[src/rtl/pc_seq_pkg.sv]
// ---------------------------------------------------------------------------
// pc_seq_pkg
// Shared definitions for the program-counter sequencer of the interpolation
// ASIP: the sequencer state enum and the encodings of the branch and jump
// select fields coming from decode/execute.
// No ports (package). Optional feature macro used by the block: PC_PERF_CNT_EN.
// ---------------------------------------------------------------------------
package pc_seq_pkg;

    // Sequencer states: IDLE only lasts until the first edge after reset.
    typedef enum logic [1:0] {
        IDLE = 2'd0,
        RUN  = 2'd1,
        HALT = 2'd2
    } pc_state_e;

    // Branch select encodings
    localparam logic [1:0] BR_NONE = 2'b00;
    localparam logic [1:0] BR_BE   = 2'b01;
    localparam logic [1:0] BR_BGT  = 2'b10;
    localparam logic [1:0] BR_ILL  = 2'b11;

    // Jump select encodings
    localparam logic [1:0] JMP_NONE = 2'b00;
    localparam logic [1:0] JMP_IMM  = 2'b01;
    localparam logic [1:0] JMP_REG  = 2'b10;
    localparam logic [1:0] JMP_ILL  = 2'b11;

endpackage

[src/rtl/pc_redirect_deco.sv]
// ---------------------------------------------------------------------------
// pc_redirect_deco
// Purely combinational redirect decoder. Turns the branch/jump selects and
// the execute-stage compare flags into a redirect request, an aligned target
// address, an illegal-select indication and a misaligned-target indication.
// The outputs are raw: the sequencer gates them with its own state.
//
// Ports:
//   branch_sel  in  2   branch select (none/BE/BGT/illegal)
//   jmp_sel     in  2   jump select (none/imm/reg/illegal)
//   eq, bgt     in  1   compare flags
//   addr_b/i/r  in  AW  branch, immediate-jump and register-jump targets
//   redirect    out 1   a taken branch or a jump is requested
//   target      out AW  selected target with its low alignment bits cleared
//   illegal     out 1   illegal select combination
//   misaligned  out 1   selected target had non-zero alignment bits
// ---------------------------------------------------------------------------
module pc_redirect_deco
    import pc_seq_pkg::*;
#(
    parameter int unsigned AW   = 32,
    parameter int unsigned STEP = 4
) (
    input  logic [1:0]    branch_sel,
    input  logic [1:0]    jmp_sel,
    input  logic          eq,
    input  logic          bgt,
    input  logic [AW-1:0] addr_b,
    input  logic [AW-1:0] addr_i,
    input  logic [AW-1:0] addr_r,
    output logic          redirect,
    output logic [AW-1:0] target,
    output logic          illegal,
    output logic          misaligned
);

    // STEP is a power of two, so STEP-1 masks exactly the low log2(STEP) bits.
    localparam logic [AW-1:0] ALIGN_MASK = AW'(STEP - 1);

    logic          takenB;
    logic          jumpReq;
    logic [AW-1:0] rawTarget;

    // Decode the request. Any illegal select, including a branch and a jump
    // requested together, suppresses the redirect entirely.
    always_comb begin
        takenB    = ((branch_sel == BR_BE) && eq) || ((branch_sel == BR_BGT) && bgt);
        illegal   = (branch_sel == BR_ILL) || (jmp_sel == JMP_ILL) ||
                    ((branch_sel != BR_NONE) && (jmp_sel != JMP_NONE));
        jumpReq   = 1'b0;
        rawTarget = addr_b;
        case (jmp_sel)
            JMP_IMM: begin
                jumpReq   = 1'b1;
                rawTarget = addr_i;
            end
            JMP_REG: begin
                jumpReq   = 1'b1;
                rawTarget = addr_r;
            end
            default: begin
            end
        endcase
        redirect   = !illegal && (jumpReq || takenB);
        target     = rawTarget & ~ALIGN_MASK;
        misaligned = redirect && ((rawTarget & ALIGN_MASK) != '0);
    end

endmodule

[src/rtl/pc_sequencer.sv]
// ---------------------------------------------------------------------------
// pc_sequencer
// Owns the program counter of the interpolation ASIP and sequences
// instruction fetch. Applies branch/jump redirects (with same-cycle pipeline
// flushes), hazard stalls and halt/resume control.
//
// Ports:
//   clk, rst_n          clock and asynchronous active-low reset
//   branch_sel, jmp_sel branch/jump selects from decode/execute
//   eq, bgt             execute-stage compare flags
//   addr_b/i/r          branch, immediate-jump and register-jump targets
//   stall               hazard unit: hold PC this cycle
//   halt, resume        enter / leave HALT (level-sampled)
//   pc                  current fetch address
//   fetch_en            instruction memory read enable (state RUN)
//   flush_if_id/id_ex   squash younger pipeline registers (same cycle as redirect)
//   redirect            taken branch or jump applied this cycle
//   illegal             illegal select combination this cycle
//   misaligned          selected target had non-zero low log2(STEP) bits
//   redirect_cnt        (PC_PERF_CNT_EN only) saturating redirect-cycle count
//   stall_cnt           (PC_PERF_CNT_EN only) saturating stalled-RUN-cycle count
//
// Optional feature macro: PC_PERF_CNT_EN adds the two performance counters.
// ---------------------------------------------------------------------------
module pc_sequencer
    import pc_seq_pkg::*;
#(
    parameter int unsigned   AW       = 32,
    parameter logic [AW-1:0] RESET_PC = '0,
    parameter int unsigned   STEP     = 4
) (
    input  logic          clk,
    input  logic          rst_n,
    input  logic [1:0]    branch_sel,
    input  logic [1:0]    jmp_sel,
    input  logic          eq,
    input  logic          bgt,
    input  logic [AW-1:0] addr_b,
    input  logic [AW-1:0] addr_i,
    input  logic [AW-1:0] addr_r,
    input  logic          stall,
    input  logic          halt,
    input  logic          resume,
    output logic [AW-1:0] pc,
    output logic          fetch_en,
    output logic          flush_if_id,
    output logic          flush_id_ex,
    output logic          redirect,
    output logic          illegal,
    output logic          misaligned
`ifdef PC_PERF_CNT_EN
    ,
    output logic [15:0]   redirect_cnt,
    output logic [15:0]   stall_cnt
`endif
);

    localparam logic [AW-1:0] STEP_W = AW'(STEP);

    pc_state_e     state_q, state_d;
    logic [AW-1:0] pc_q, pc_d;

    logic          decoRedirect;
    logic [AW-1:0] decoTarget;
    logic          decoIllegal;
    logic          decoMisaligned;

    pc_redirect_deco #(
        .AW   (AW),
        .STEP (STEP)
    ) u_deco (
        .branch_sel (branch_sel),
        .jmp_sel    (jmp_sel),
        .eq         (eq),
        .bgt        (bgt),
        .addr_b     (addr_b),
        .addr_i     (addr_i),
        .addr_r     (addr_r),
        .redirect   (decoRedirect),
        .target     (decoTarget),
        .illegal    (decoIllegal),
        .misaligned (decoMisaligned)
    );

    // State and PC registers. Reset drops any pending redirect because the
    // registers are forced before the next edge can load a target.
    always_ff @(posedge clk or negedge rst_n) begin
        if (!rst_n) begin
            state_q <= IDLE;
            pc_q    <= RESET_PC;
        end else begin
            state_q <= state_d;
            pc_q    <= pc_d;
        end
    end

    // Next-state logic. In RUN, a redirect or stall outranks halt, so halt
    // only takes effect on an otherwise sequential cycle.
    always_comb begin
        state_d = state_q;
        case (state_q)
            IDLE: state_d = RUN;
            RUN: begin
                if (!decoRedirect && !stall && halt) begin
                    state_d = HALT;
                end
            end
            HALT: begin
                if (resume) begin
                    state_d = RUN;
                end
            end
            default: state_d = IDLE;
        endcase
    end

    // Next-PC selection: redirect > stall > halt > sequential, only in RUN.
    // IDLE keeps RESET_PC so it is the first address fetched.
    always_comb begin
        pc_d = pc_q;
        if (state_q == RUN) begin
            if (decoRedirect) begin
                pc_d = decoTarget;
            end else if (!stall && !halt) begin
                pc_d = pc_q + STEP_W;
            end
        end
    end

    // Output logic. All strobes are qualified by RUN, which masks requests
    // arriving while idle or halted.
    always_comb begin
        pc          = pc_q;
        fetch_en    = (state_q == RUN);
        redirect    = (state_q == RUN) && decoRedirect;
        illegal     = (state_q == RUN) && decoIllegal;
        misaligned  = (state_q == RUN) && decoMisaligned;
        flush_if_id = redirect;
        flush_id_ex = redirect;
    end

`ifdef PC_PERF_CNT_EN
    logic [15:0] redirectCnt_q;
    logic [15:0] stallCnt_q;
    logic        stallEvent;

    assign stallEvent = (state_q == RUN) && stall && !decoRedirect;

    // Saturating performance counters.
    always_ff @(posedge clk or negedge rst_n) begin
        if (!rst_n) begin
            redirectCnt_q <= '0;
            stallCnt_q    <= '0;
        end else begin
            if (redirect && (redirectCnt_q != 16'hFFFF)) begin
                redirectCnt_q <= redirectCnt_q + 16'd1;
            end
            if (stallEvent && (stallCnt_q != 16'hFFFF)) begin
                stallCnt_q <= stallCnt_q + 16'd1;
            end
        end
    end

    assign redirect_cnt = redirectCnt_q;
    assign stall_cnt    = stallCnt_q;
`endif

endmodule
[config.mk]
export PLATFORM = sky130hd
export DESIGN_NAME = pc_sequencer
export DESIGN_NICKNAME = d
export VERILOG_FILES = /design/src/rtl/pc_seq_pkg.sv /design/src/rtl/pc_redirect_deco.sv /design/src/rtl/pc_sequencer.sv
export SDC_FILE = /design/constraint.sdc
export NUM_CORES = 1
export LEC_CHECK = 0
export CAP_MARGIN = 40
export CELL_PAD_IN_SITES_DETAIL_PLACEMENT = 0
export CELL_PAD_IN_SITES_GLOBAL_PLACEMENT = 1
export CORE_MARGIN = 3
export CORE_UTILIZATION = 30
export DETAILED_ROUTE_END_ITERATION = 7
export PLACE_DENSITY_LB_ADDON = 0.1
export RECOVER_POWER = 25
export SLEW_MARGIN = 25
export SYNTH_ARGS = -nofsm -noshare
export SYNTH_HDL_FRONTEND = slang
export SYNTH_SLANG_ARGS = --single-unit
[constraint.sdc]
create_clock -name clk -period 7.4 [get_ports clk]
set_input_delay 1.48 -clock clk [delete_from_list [all_inputs] [get_ports clk]]
set_output_delay 1.48 -clock clk [all_outputs]
set_load 0.02 [all_outputs]
==> impl_metrics.toml, run 1 <==
[outcome]
outcome = "finished with violations"
violations = "max-capacitance violations, max-slew violations"

[synthesis]
yosysWarnings = 0
synth-xor-area-share = 0
synthDistinctLibCells = 55
ys.flop_type = "dfrtp_1"
synth_seq_cells = 32
synth-seq-area-share = 0.281
muxShareOfSynthArea = 0.00746
synth_fa_ha_area_frac = 0.0219
synth_top_family_by_area = "compound AO/OA/AOI/OAI gates"
synth.avg_cell_area_um2 = 7.60
syn_area_um2 = 2850
synth_top_area_frac = 0.281
async_flop_share = 1.00
synth-simple-area-share = 0.230
synth_compound_area_frac = 0.392
yosys.area.top_type = "dfrtp_1"
synthCells = 375
yosys-top-cells-area = "dfrtp_1 (28%), a22oi_1 (8.2%), a21oi_1 (5.4%), o21ai_0 (4.6%), nor2_1 (4.1%)"
synth_edf_count = 0

[setup_path]
crit_required_ns = 5.92
start_kind = "input pin"
crit_cells = 10
ff2ff_path_depth = 6
cp.arrival_ns = 4.17
critical_path_buf_inv_count = 5
worstPathMaxFanout = 24
slowest_delay_ns = 0.60
crit_path_top_delay_cell = "clkdlybuf4s50_1"
endpoint_kind = "output port"
worstPathCellList = "clkdlybuf4s50_1 -> inv_1 -> ha_2 -> a221oi_2 -> buf_4 -> inv_1 -> nand2_1 -> nor2_1 -> o311a_1 -> clkdlybuf4s50_1"
critPathTopFamily = "buffers and inverters"
worst-setup-path-type = "in2out"

[sta]
totalNegativeSetupSlack_ns = 0
setup_viol_count_final = 0
hold_violations = 0
fmax_mhz = 177
finalMaxSlewViolations = 33
rsz0062_at_grt = "false"
skew_ns = 0.00554
relSlewSlack = -0.250
timing.hold.ws_ns = 0.468
tightest_slew_ns = 1.87
fin_crit_ns = 5.65
layout_worst_path_cycle_share = 0.763

[power]
power_mw = 1.16
irDropWorstVdd_mv = 0.0854
power.density_nw_per_um2 = 261
power_leakage_nw = 1.60

[clocking]
clkSlewWorstSetupHoldPaths_ns = 0.07
htreeDepth = 2
cts_resized = 0
cts_hold_buf = 0
tritoncts = "done"
cts_sinks = 32
numCtsBuffers = 5
cts_buffer_depth = 2
cts_setup_buffers = 0
root_buffer = "clkbuf_8"
worstSkewPairLatency_ns = 0.29

[global_routing]
grt_pass1_wl_um = 18300
grt_usage = 0.219
grt_max_degree = 63
grt_pass1_vias = 3343
antenna_found_initial = 0
grt_overflow = 0

[final_layout]
drive_gt1_frac = 0.0600
nNetsFinal = 611
fin_cells = 626
syn_to_final_growth_pct = 56.1
antennaDiodeCount = 0

[place]
dp.cells = 618
place.gp.congestion = 0.858
hpwl_um = 8850
numPortBuffers = 142

[floorplanning]
core-area_um2 = 8980
io_pins = 145
fp.dieW_um = 103
die_area_um2 = 10700
initial_core_util = 0.318
dieHeight_um = 103
rows = 34

[hold_path]
worstHoldPathType = "reg2reg"
hold_depth = 1

[drt]
drt-pass1-iter-count = 5
routed_wl_um = 11800
ant_nets = 0
viasPerCell = 5.63
dr.first_iter.drc_count = 208
drt-wirelength-per-cell_um = 18.8
drc = 0
num_vias = 3526

[job]
cap_violations = 1
-- path summary, 6_finish.rpt --
path                              end  startpoint  slack [ns]
hold / removal             state_q[0]  state_q[1]        0.47
setup / recovery           misaligned  jmp_sel[0]        1.75
setup reg to reg               pc[24]       pc[2]        5.14
max in group asynchronous      pc[10]       rst_n        4.08
hold reg to reg            state_q[0]  state_q[1]        0.47
min in group asynchronous      pc[27]       rst_n        2.23
-- per-stage QoR --
stage	cell area [µm²]	utilization	worst slack [ns]
after floorplan	2850	-	2.65
after global placement	4360	0.486	1.80
after detailed placement	4360	0.486	1.72
after CTS	4450	0.496	1.70
after global routing	4450	0.496	1.64
final	4450	0.496	1.75
-- power breakdown --
group / internal, mW / total [mW] / switching (mW)
sequential: 0.251 / 0.378 / 0.127
combinational: 0.304 / 0.635 / 0.330
clock: 0.0743 / 0.147 / 0.0727
-- cells by family after synthesis --
kind of cell             Yosys count
flip-flops                        32
buffers and inverters             45
adder cells (fa/ha/maj)            5
AND/OR/NAND/NOR                  125
multiplexers                       2
other                              1
AO/OA/AOI/OAI                    165
-- worst register-to-register path, delay by kind of cell, from the launching register on --
family	cells	cell delay [ns]
and+or+nand+nor	3	0.88
AOI/OAI and AO/OA	2	0.49
DFF	1	0.47
adders and majority gates	1	0.29
-- area by class of cell --
cell class	count	area (µm²)
Clock buffer	6	82.6
Clock inverter	2	10.0
Fill cell	894	4530
Inverter	8	30.0
Multi-Input combinational cell	299	1870
Sequential cell	32	801
Tap cell	126	158
Timing Repair Buffer	153	1500
-- layout by cell type (no fill, tap or decap), types with 10 or more instances in the layout --
cell type and n:
dfrtp_1 32, a211oi_1 11, nor3_1 12, nand3_1 14, o22ai_1 12, a21oi_1 31
o21ai_0 26, nand2_1 30, nor2_1 30, a22oi_1 31, buf_4 10, clkdlybuf4s50_1 141
a31oi_1 11
-- synth_stat cells, types with 2 or more instances --
cell,count
dfrtp_1,32
a21oi_1,31
a22oi_1,31
nor2_1,31
nand2_1,30
o21ai_0,26
clkbuf_1,24
nand3_1,14
nor3_1,12
o22ai_1,12
a211oi_1,11
a31oi_1,11
nand4_1,9
inv_1,8
o211ai_1,8
a2bb2oi_1,6
and3_1,6
nor4_1,6
buf_1,5
ha_1,5
buf_4,4
o22a_1,4
buf_2,3
nand2b_1,3
o31ai_1,3
o32ai_1,3
or3_1,3
a2111oi_0,2
a22o_1,2
a311o_1,2
a41oi_1,2
nor4_4,2
o2bb2ai_1,2
-- sequential cells by signal (all words and copies together) (netlist names) --
name,count
pc,30
state_q,2
-- layer usage --
metal | up-vias | share of wire | track usage
li1 | 1710 | - | -
met1 | 1648 | 0.47 | 0.320
met2 | 162 | 0.44 | 0.331
met3 | 6 | 0.086 | 0.0523
met4 | 0 | 0.0067 | 0.0418
met5 | - | 0 | 0
No activity file was read; power rests on OpenSTA's default activity.
==> inputs of run 2 (changes only) <==
Settings changed: CORE_UTILIZATION 30 to 25.
Clock period 7.4 ns to 4.7 ns, I/O delays scaled along.
==> run 2 against run 1 <==
  * The run still ends with max-capacitance violations, max-slew violations left
  * Register-to-register slack got worse by 2.7 ns
  * Global-route usage fell by 3.0 points
  * Die area rose by 19%
  * Sequential power rose by 59%
  * Critical endpoint unchanged
  * Largest cell class unchanged
==> impl_metrics.toml, run 2 (synthesis gave the netlist of run 1 again) <==
[global_routing]
grt_overflow = 0
grt_max_degree = 63
grt_pass1_vias = 3363
antenna_found_initial = 0
grt_usage = 0.190
grt_pass1_wl_um = 19400

[floorplanning]
dieHeight_um = 113
io_pins = 145
fp.dieW_um = 113
die_area_um2 = 12700
rows = 38
initial_core_util = 0.260
core-area_um2 = 11000

[final_layout]
nNetsFinal = 614
drive_gt1_frac = 0.0636
largest_reg_flops = 30
mostFrequentLayoutCell = "clkdlybuf4s50_1"
fin_cells = 643
layout_common_cells = "clkdlybuf4s50_1 (141), dfrtp_1 (32), nor2_1 (31), a21oi_1 (31), a22oi_1 (31)"
utilization = 0.414
antennaDiodeCount = 0
syn_to_final_growth_pct = 59.4

[place]
hpwl_um = 9490
place.gp.congestion = 0.828
dp.cells = 635
numPortBuffers = 142

[drt]
ant_nets = 0
drc = 0
dr.first_iter.drc_count = 212
drt-wirelength-per-cell_um = 19.5
routed_wl_um = 12500
num_vias = 3599
drt-pass1-iter-count = 5
viasPerCell = 5.60

[clocking]
cts_resized = 0
numCtsBuffers = 5
clkSlewWorstSetupHoldPaths_ns = 0.05
worstSkewPairLatency_ns = 0.28
tritoncts = "done"
root_buffer = "clkbuf_16"
cts_hold_buf = 0
htreeDepth = 2
cts_setup_buffers = 0
cts_sinks = 32
cts_buffer_depth = 2

[power]
power_leakage_nw = 1.64
power.density_nw_per_um2 = 428
irDropWorstVdd_mv = 0.229

[setup_path]
worstPathMaxFanout = 62
crit_required_ns = 3.76
worst-setup-path-type = "in2out"
endpoint_kind = "output port"
cp.arrival_ns = 3.23
start_kind = "input pin"

[sta]
fin_crit_ns = 4.17
skew_ns = 0.00247
hold_violations = 0
setup_viol_count_final = 0
tightest_slew_ns = 1.85
finalMaxSlewViolations = 33
layout_worst_path_cycle_share = 0.888
fmax_mhz = 240
relSlewSlack = -0.233
rsz0062_at_grt = "false"
totalNegativeSetupSlack_ns = 0

[hold_path]
worstHoldPathType = "reg2reg"

[job]
cap_violations = 1

[outcome]
outcome = "finished with violations"
violations = "max-capacitance violations, max-slew violations"
[run 2: worst max-delay path, stage by stage]
cell             delay [ns]
clkdlybuf4s50_1        0.51
inv_1                  0.08
ha_2                   0.33
buf_4                  0.47
o311a_1                0.27
clkdlybuf4s50_1        0.62
[run 2: report_power, final]
| part | switching (mW) | internal [mW] |
|---|---|---|
| Sequential | 0.203 | 0.396 |
| Clock | 0.123 | 0.209 |
| Combinational | 0.530 | 0.484 |
[run 2: final cells by class]
cell class	instances	area, µm²
clock buffers	6	139
clock inverters	2	10.0
fillers	1147	6440
inverters	8	30.0
multi-input cells	299	1870
flip-flops and latches	32	801
well taps	140	175
repair buffers	156	1520
[run 2: layer usage]
layer	vias to the layer above	part of all wire	GRT usage
li1	1721	-	-
met1	1692	0.47	0.290
met2	179	0.42	0.269
met3	7	0.095	0.0503
met4	0	0.0093	0.0337
met5	-	0	0
[run 2: stage by stage]
step	worst slack [ns]	hold WS, ns	total power [mW]	cell area [µm²]
after floorplan	1.03	0.441	1.10	2850
after global placement	0.550	0.454	1.61	4400
after detailed placement	0.526	0.470	1.62	4400
after CTS	0.519	0.480	1.95	4550
after global routing	0.388	0.516	2.07	4540
final	0.526	0.473	1.94	4540
[run 2: final timing paths]
kind                       slack, ns         end  cells after the start        from
hold reg to reg                 0.47  state_q[0]                      1  state_q[1]
max in group asynchronous       1.92      pc[17]                      2       rst_n
min in group asynchronous       1.70      pc[27]                      2       rst_n
hold / removal                  0.47  state_q[0]                      1  state_q[1]
setup / recovery                0.53  misaligned                      6  jmp_sel[0]
setup reg to reg                2.44      pc[25]                      5       pc[2]
